<file path="src/rtl/unary_test_pkg.sv">
// Shared definitions for the unary-operator sweep checker: FSM states and
// bit positions of the reduction-result bus and the sticky failure mask.
package unary_test_pkg;

  typedef enum logic [1:0] {
    ST_IDLE,
    ST_DRIVE,
    ST_CHECK,
    ST_DONE
  } state_e;

  localparam int RED_W      = 8;
  localparam int RED_LOGNOT = 0;
  localparam int RED_AND    = 1;
  localparam int RED_NAND   = 2;
  localparam int RED_OR     = 3;
  localparam int RED_NOR    = 4;
  localparam int RED_XOR    = 5;
  localparam int RED_XNOR   = 6;
  localparam int RED_XNOR2  = 7;

  localparam int FM_BITNOT = 0;
  localparam int FM_PLUS   = 1;
  localparam int FM_MINUS  = 2;
  localparam int FM_RED0   = 3;
  localparam int FM_W      = FM_RED0 + RED_W;

endpackage

</file>
<file path="src/rtl/unary_expect.sv">
// Golden model of the unary-operator device: stimulus in, expected results out.
module unary_expect
  import unary_test_pkg::*;
#(
  parameter int SIZE = 4
) (
  input  logic [SIZE-1:0]  stim,
  output logic [SIZE-1:0]  exp_bitnot,
  output logic [SIZE-1:0]  exp_plus,
  output logic [SIZE-1:0]  exp_minus,
  output logic [RED_W-1:0] exp_red
);

  assign exp_bitnot = ~stim;
  assign exp_plus   = stim;
  // Two's-complement negate wraps to (2^SIZE - stim) mod 2^SIZE.
  assign exp_minus  = (~stim) + 1'b1;

  always_comb begin
    exp_red             = '0;
    exp_red[RED_LOGNOT] = (stim == '0);
    exp_red[RED_AND]    = &stim;
    exp_red[RED_NAND]   = ~&stim;
    exp_red[RED_OR]     = |stim;
    exp_red[RED_NOR]    = ~|stim;
    exp_red[RED_XOR]    = ^stim;
    exp_red[RED_XNOR]   = ~^stim;
    exp_red[RED_XNOR2]  = ~^stim;
  end

endmodule

</file>
<file path="config.mk">
export PLATFORM = sky130hd
export DESIGN_NAME = unary_expect
export DESIGN_NICKNAME = d
export VERILOG_FILES = /design/src/rtl/unary_test_pkg.sv /design/src/rtl/unary_expect.sv
export SDC_FILE = /design/constraint.sdc
export NUM_CORES = 1
export LEC_CHECK = 0
export ABC_AREA = 1
export CAP_MARGIN = 30
export CELL_PAD_IN_SITES_DETAIL_PLACEMENT = 2
export CELL_PAD_IN_SITES_GLOBAL_PLACEMENT = 2
export CORE_ASPECT_RATIO = 1.25
export CORE_MARGIN = 10
export CORE_UTILIZATION = 10
export DETAILED_ROUTE_END_ITERATION = 10
export GPL_TIMING_DRIVEN = 1
export PLACE_DENSITY = 0.9
export SETUP_SLACK_MARGIN = 0.15
export SLEW_MARGIN = 20
export SYNTH_ARGS = -nofsm -noshare
export SYNTH_HDL_FRONTEND = slang
export SYNTH_SLANG_ARGS = --single-unit
</file>
<file path="constraint.sdc">
create_clock -name vclk -period 1.6
set_clock_uncertainty 0.2 [all_clocks]
set_input_delay 0.32 -clock vclk [all_inputs]
set_output_delay 0.32 -clock vclk [all_outputs]
set_load 0.01 [all_outputs]
</file>
==> results of run 1 <==
[cell usage after synthesis, drive strengths merged]
cell type  number  area (µm²)
buf             7        52.6
xnor2           2        17.5
nor2            1        6.26
inv             7        26.3
nand3           1        5.00
ha              4        50.1
nand2           5        18.8
[power groups by stage]
stage	combinational [mW]	clock [mW]	sequential, mW
after floorplan	0.0906	0	0
after global placement	0.183	0	0
after detailed placement	0.188	0	0
after CTS	0.180	0	0
after global routing	0.205	0	0
final	0.190	0	0
[repair_timing]
| action | 4_1_cts | 5_1_grt |
|---|---|---|
| gates cloned | 0 | 0 |
| gates resized for setup | 92 | 12 |
| endpoints found under the setup margin | 20 | 11 |
| pin swaps | 8 | 5 |
| setup buffers | 4 | 0 |
[worst max-delay path, cell delays in order]
cell	delay, ns
buf_8	0.08
clkinvlp_4	0.09
ha_4	0.30
xnor2_4	0.12
buf_2	0.16
[how the worst max path moves through the flow]
stage | start | to | slack (ns) | depth (start not counted)
final | stim[1] | exp_red[6] | -0.0006 | 5
after global routing | stim[1] | exp_red[6] | -0.05 | 5
after CTS | stim[1] | exp_red[5] | -0.04 | 6
after detailed placement | stim[1] | exp_red[6] | -0.92 | 5
after global placement | stim[1] | exp_red[6] | -0.90 | 5
after floorplan | stim[1] | exp_red[7] | 0.02 | 4
[per-stage QoR]
stage	setup TNS [ns]	util [%]	hold slack, ns	area [µm²]
floorplan	0	-	0.513	226
global placement	-12.01	30.2	1.48	489
detailed placement	-12.50	30.2	1.49	489
CTS	-0.0735	32.6	0.846	529
global route	-0.175	34.3	0.858	557
finish	-0.00129	34.3	0.840	557
[cell type report]
type	instances	area share [%]
Tap cell	18	4.04
Inverter	7	5.84
Multi-Input combinational cell	13	34.8
Timing Repair Buffer	35	55.3
[layout by cell type, fill, tap and decap left out, drive strengths merged]
master         synthesis  final
buf                    7     25
clkbuf                 0      2
clkdlybuf4s15          0      2
clkinvlp               0      1
dlygate4sd2            0      6
ha                     4      4
inv                    7      6
nand2                  5      5
nand3                  1      1
nor2                   1      1
xnor2                  2      2
[layer usage]
metal	up-vias	part of all wire (%)
met5	-	0
met4	0	0
met3	0	12
met2	11	62
met1	129	26
li1	128	-
[cells by family after synthesis]
group / share of synthesized area, %
AND/OR/NAND/NOR: 17.0
adder cells (fa/ha/maj): 28.4
XOR/XNOR: 9.93
buffers and inverters: 44.7
==> flow_summary.ini, run 1 <==
[power]
p_int_mw = 0.106
ir_drop_mv = 0.0863
p_switching_mw = 0.0841
comb_power_share_pct = 100.0
p_leak_nw = 0.291
p_sw_share_pct = 44.3
seq_power_share_pct = 0
total_power_mw = 0.190
pwr-share-clk_pct = 0
powerDensity_nw_per_um2 = 341

[layout]
fin_cells = 73
syn_to_final_growth_pct = 216
multi_input_area_um2 = 194
diodes = 0
regArea_um2 = 0
fill_cells = 189
drive_above_1_share_pct = 78.2
clkbuf_count = 0
final_net_count = 65
nFlopsAndLatches = 0

[routing]
via_per_inst = 3.67
postRouteAntennaNets = 0
drtIter0Drc = 0
routed_wl_mm = 1.04
vias = 268
post_drt_wl_per_cell_um = 14.2
firstDrtPassIters = 1
drc_errors = 0

[timing]
finalSetupViolCount = 2
fmax_mhz = 625
hold_viol = 0
drv_slew = 0
max-slew-margin-rel_pct = 90.0
rsz0062_at_grt = true
fin_ws_ns = -0.000645
min_period_ns = 1.60
tightestPinTransition_ns = 0.151
finalCritPeriodShare_pct = 100

[placement]
place_inst = 69
post-place-ws_ns = -0.924
io_buffers = 24
gp_congestion = 0.583
dpl.hpwl_um = 888

[floorplan]
dieArea_um2 = 3850
initial_core_util_pct = 10.9
row_count = 16
core-area_um2 = 1620
die_h_um = 67.0
die_w_um = 57.6
io_pins = 24

[global_routing]
grt_busiest_layer = met2
grt_pass1_wl_mm = 1.73
gr-total-overflow = 0
grt_max_degree = 5
use_met2_pct = 11.4
grt_pass1_vias = 300
grt_util_met3_pct = 1.71
met1_usage_pct = 5.10
grtUsageTotal_pct = 5.41
antenna_found_initial = 0

[hold_path]
holdPathEnd = exp_bitnot[0]
hp-start = stim[0]
min_path_type = in -> out
hold_depth = 3

[outcome]
violations = negative setup slack
status = complete, but fails checks

[critical_path]
path_max_fanout = 3
cp-start-kind = input port
worstSetupPathType = in -> out
crit_path_end_kind = primary output
cp.arrival_ns = 1.08
critPathRequiredTime_ns = 1.08

[synthesis]
synth_cell_types = 7
ys_seq_area_share_pct = 0
yosys_warnings = 0
syn_nets = 35
netlist_area_um2 = 176
avgSynthCellArea_um2 = 6.53
netlist_instances = 27

[clocking]
hold_buffers = 0

[job]
cap_violations = 0
Note: power is estimated with default switching activity, not from simulation.
==> run 2, diff against run 1 <==
--- a/config.mk
+++ b/config.mk
@@ -6,7 +6,7 @@
 export NUM_CORES = 1
 export LEC_CHECK = 0
 export ABC_AREA = 1
-export CAP_MARGIN = 30
+export CAP_MARGIN = 10
 export CELL_PAD_IN_SITES_DETAIL_PLACEMENT = 2
 export CELL_PAD_IN_SITES_GLOBAL_PLACEMENT = 2
 export CORE_ASPECT_RATIO = 1.25
==> results of run 2 <==
The final DEF is identical to that of run 1; final timing and power are the same.
==> run 3, diff against run 2 <==
--- a/config.mk
+++ b/config.mk
@@ -16,7 +16,7 @@
 export GPL_TIMING_DRIVEN = 1
 export PLACE_DENSITY = 0.9
 export SETUP_SLACK_MARGIN = 0.15
-export SLEW_MARGIN = 20
+export SKIP_LAST_GASP = 1
 export SYNTH_ARGS = -nofsm -noshare
 export SYNTH_HDL_FRONTEND = slang
 export SYNTH_SLANG_ARGS = --single-unit
==> constraint.sdc (replaced) <==
create_clock -name vclk -period 1.8
set_clock_uncertainty 0.2 [all_clocks]
set_input_delay 0.36 -clock vclk [all_inputs]
set_output_delay 0.36 -clock vclk [all_outputs]
set_load 0.01 [all_outputs]
==> flow_summary.ini, run 3 (synthesized netlist as in run 1, its figures left out) <==
[outcome]
status = finished clean

[floorplan]
io_pins = 24
dieArea_um2 = 3850
core-area_um2 = 1620
die_h_um = 67.0
row_count = 16
die_w_um = 57.6
initial_core_util_pct = 10.9

[critical_path]
crit_path_start = stim[1]
worst-path-stages = 6
crit_path_end_kind = primary output
cp_slowest_cell = ha_4
crit_end = exp_red[5]
critPathRequiredTime_ns = 1.24
slowest_delay_ns = 0.31
worstSetupPathType = in -> out
cp.arrival_ns = 1.13
crit_buf_inv = 4
cp-start-kind = input port
path_delay_family = buffers and inverters
path_max_fanout = 3
crit_path_cell_trace = buf_8 -> clkinvlp_4 -> ha_4 -> xnor2_4 -> inv_2 -> buf_6

[placement]
post-place-ws_ns = -0.812
dpl.hpwl_um = 881
io_buffers = 24
place_area_um2 = 494
gp_congestion = 0.635

[routing]
firstDrtPassIters = 1
vias = 248
post_drt_wl_per_cell_um = 13.1
drtIter0Drc = 0
routed_wl_um = 928
drc_errors = 0
via_per_inst = 3.49
postRouteAntennaNets = 0

[hold_path]
min_path_type = in -> out

[timing]
hold_slack_ns = 0.863
finalCritPeriodShare_pct = 94.0
max-slew-margin-rel_pct = 89.3
min_period_ns = 1.69
tightestPinTransition_ns = 0.160
hold_viol = 0
rsz0062_at_grt = true
fin_ws_ns = 0.108
fmax_mhz = 591
drv_slew = 0
finalSetupTns_ns = 0
finalSetupViolCount = 0

[layout]
layout.cells.most_common_list = buf_2, dlygate4sd2_1, buf_4
regArea_um2 = 0
final_net_count = 63
fin_area_um2 = 449
diodes = 0
drive_above_1_share_pct = 60.4
fill_cells = 190
syn_to_final_growth_pct = 155
clkbuf_count = 0
final_util_pct = 27.7
nFlopsAndLatches = 0
multi_input_area_um2 = 141

[job]
cap_violations = 0

[power]
powerDensity_nw_per_um2 = 328
ir_drop_mv = 0.0974
p_leak_nw = 0.258

[global_routing]
grtUsageTotal_pct = 4.32
antenna_found_initial = 0
grt_pass1_wl_mm = 1.41
grt_max_degree = 5
gr-total-overflow = 0
grt_pass1_vias = 279
## run 3: repair_timing
action	4_1_cts	5_1_grt
resized for setup	70	4
buffers inserted	1	0
endpoints found under the setup margin	20	9
hold buffers	0	0
pin swaps	3	3
## run 3: layer usage
layer  routed length (µm)  GRT usage (%)  up-vias
met5                    0              0        -
met4                    0              0        0
met3                  128           1.52        0
met2                  538           9.27       12
met1                  261           3.87      112
li1                     -              -      124
## run 3: through the flow
| step | cells | total power, mW |
|---|---|---|
| after detailed placement | 70 | 0.168 |
| after global routing | 71 | 0.160 |
| final | 71 | 0.147 |
| after floorplan | 27 | 0.0795 |
| after CTS | 71 | 0.155 |
| after global placement | 70 | 0.163 |
## run 3: area by class of cell
class | instances | share of cell area [%]
Timing Repair Buffer | 33 | 56.8
Multi-Input combinational cell | 13 | 31.5
Inverter | 7 | 6.69
Tap cell | 18 | 5.01
## run 3: report_power, final
| group | leakage (nW) | switching (mW) | internal [mW] | total [mW] |
|---|---|---|---|---|
| Combinational | 0.258 | 0.0664 | 0.0810 | 0.147 |
| Clock | 0 | 0 | 0 | 0 |
| Sequential | 0 | 0 | 0 | 0 |
| Total | 0.258 | 0.0664 | 0.0810 | 0.147 |
## run 3: worst min path at each step
stage / start / end / slack, ns / cells after the start
2_1_floorplan: stim[0] / exp_bitnot[0] / 0.59 / 1
3_3_place_gp: stim[3] / exp_plus[3] / 1.57 / 3
3_5_place_dp: stim[3] / exp_plus[3] / 1.57 / 3
4_1_cts: stim[2] / exp_minus[2] / 0.95 / 4
5_1_grt: stim[1] / exp_plus[1] / 0.88 / 3
6_report: stim[1] / exp_plus[1] / 0.86 / 3
==> RTL edit (config.mk and constraints of run 2) <==
`RED_W`: 8 -> 12.
--- a/src/rtl/unary_test_pkg.sv
+++ b/src/rtl/unary_test_pkg.sv
@@ -9,7 +9,7 @@
     ST_DONE
   } state_e;
 
-  localparam int RED_W      = 8;
+  localparam int RED_W      = 12;
   localparam int RED_LOGNOT = 0;
   localparam int RED_AND    = 1;
   localparam int RED_NAND   = 2;
Interface: changed (resized exp_red); port bits go from 24 to 28. The function was not compared with the original's and may differ.
==> RTL edit against run 2 <==
The run still ends with setup timing left. Routed wire length grew 8.8%. Total power shrank 5.8%. Via count shrank 3.0%. Area after synthesis grew 19%. Final area shrank 2.0%. Non-clock buffer count shrank 1. Fmax shrank 1.1%. Worst hold slack gained 0.014 ns. Setup slack lost 0.018 ns. Critical path type unchanged. Highest routed layer unchanged.
==> RTL edit: results <==
group,metric,value,unit
sta,finalSetupViolations,1,
status,violations,"setup timing",
global_route,grt_pass1_wl,1660,um
sta,setup_ws,-0.0185,ns
clocking,cts_resized,87,
global_route,grtUsageMet2,9.65,%
placement,dp_slack,-0.951,ns
synthesis,synthTopCellsByCount,"11 x buf_4, 7 x inv_1, 5 x nand2_1",
global_route,grt_use_total,4.78,%
global_route,grt_pass1_vias,284,
route,met3_length,112,um
status,status,"complete, but fails checks",
finish,fin_nets,68,
route,wl_met1,344,um
route,drt-wirelength-per-cell,14.5,um
placement,dpl.cell_count,74,
route,wl_met2,673,um
placement,dpl_cell_area,499,um2
finish,layout.cells.non_filler,78,
synthesis,synth_area_leaders,"buf_4 39%, ha_1 24%, inv_1 13%",
power_and_ir_drop,switching_power,0.0835,mW
global_route,grt_max_degree,4,
power_and_ir_drop,leakage,0.281,nW
power_and_ir_drop,irDropWorstVdd,0.127,mV
setup_path,crit_path_end,"exp_red[5]",
global_route,gr-usage-met1,4.61,%
==> RTL edit: how the worst min path moves through the flow <==
stage / end / cells after the start / slack (ns) / startpoint
5_1_grt: exp_bitnot[0] / 3 / 0.87 / stim[0]
3_5_place_dp: exp_plus[1] / 2 / 1.45 / stim[1]
4_1_cts: exp_bitnot[0] / 3 / 0.86 / stim[0]
3_3_place_gp: exp_plus[1] / 2 / 1.44 / stim[1]
2_1_floorplan: exp_bitnot[0] / 1 / 0.51 / stim[0]
6_report: exp_bitnot[0] / 3 / 0.85 / stim[0]
==> RTL edit: cells by family (layout without fill, tap and decap cells) <==
logic type,count (synthesis),after routing,share of synthesized area [%]
buffers and inverters,18,41,51.8
XOR/XNOR,2,2,8.33
other,1,4,1.78
adder cells (fa/ha/maj),4,4,23.8
AND/OR/NAND/NOR,7,7,14.3
==> RTL edit: final cells by class <==
type                            instances  area [um2]  area share (%)
Tap cell                               20        25.0            4.59
Timing Repair Buffer                   34         292            53.4
Inverter                                7        30.0            5.50
Multi-Input combinational cell         17         199            36.5
==> RTL edit: power groups by stage <==
| stage | clock (mW) | sequential, mW | combinational, mW |
|---|---|---|---|
| final | 0 | 0 | 0.179 |
| after global placement | 0 | 0 | 0.186 |
| after CTS | 0 | 0 | 0.172 |
| after global routing | 0 | 0 | 0.194 |
| after floorplan | 0 | 0 | 0.102 |
| after detailed placement | 0 | 0 | 0.187 |
==> RTL edit: critical path: stages <==
cell and delay (ns):
buf_8 0.08, clkinvlp_4 0.09, ha_4 0.30, xnor2_4 0.12
inv_1 0.05, buf_2 0.14
==> RTL edit: stage by stage <==
step                utilization (%)  setup TNS, ns
global placement               25.2         -12.33
CTS                            25.6        -0.0342
floorplan                         -              0
detailed placement             25.2         -12.63
global route                   27.5         -0.177
finish                         27.5        -0.0185
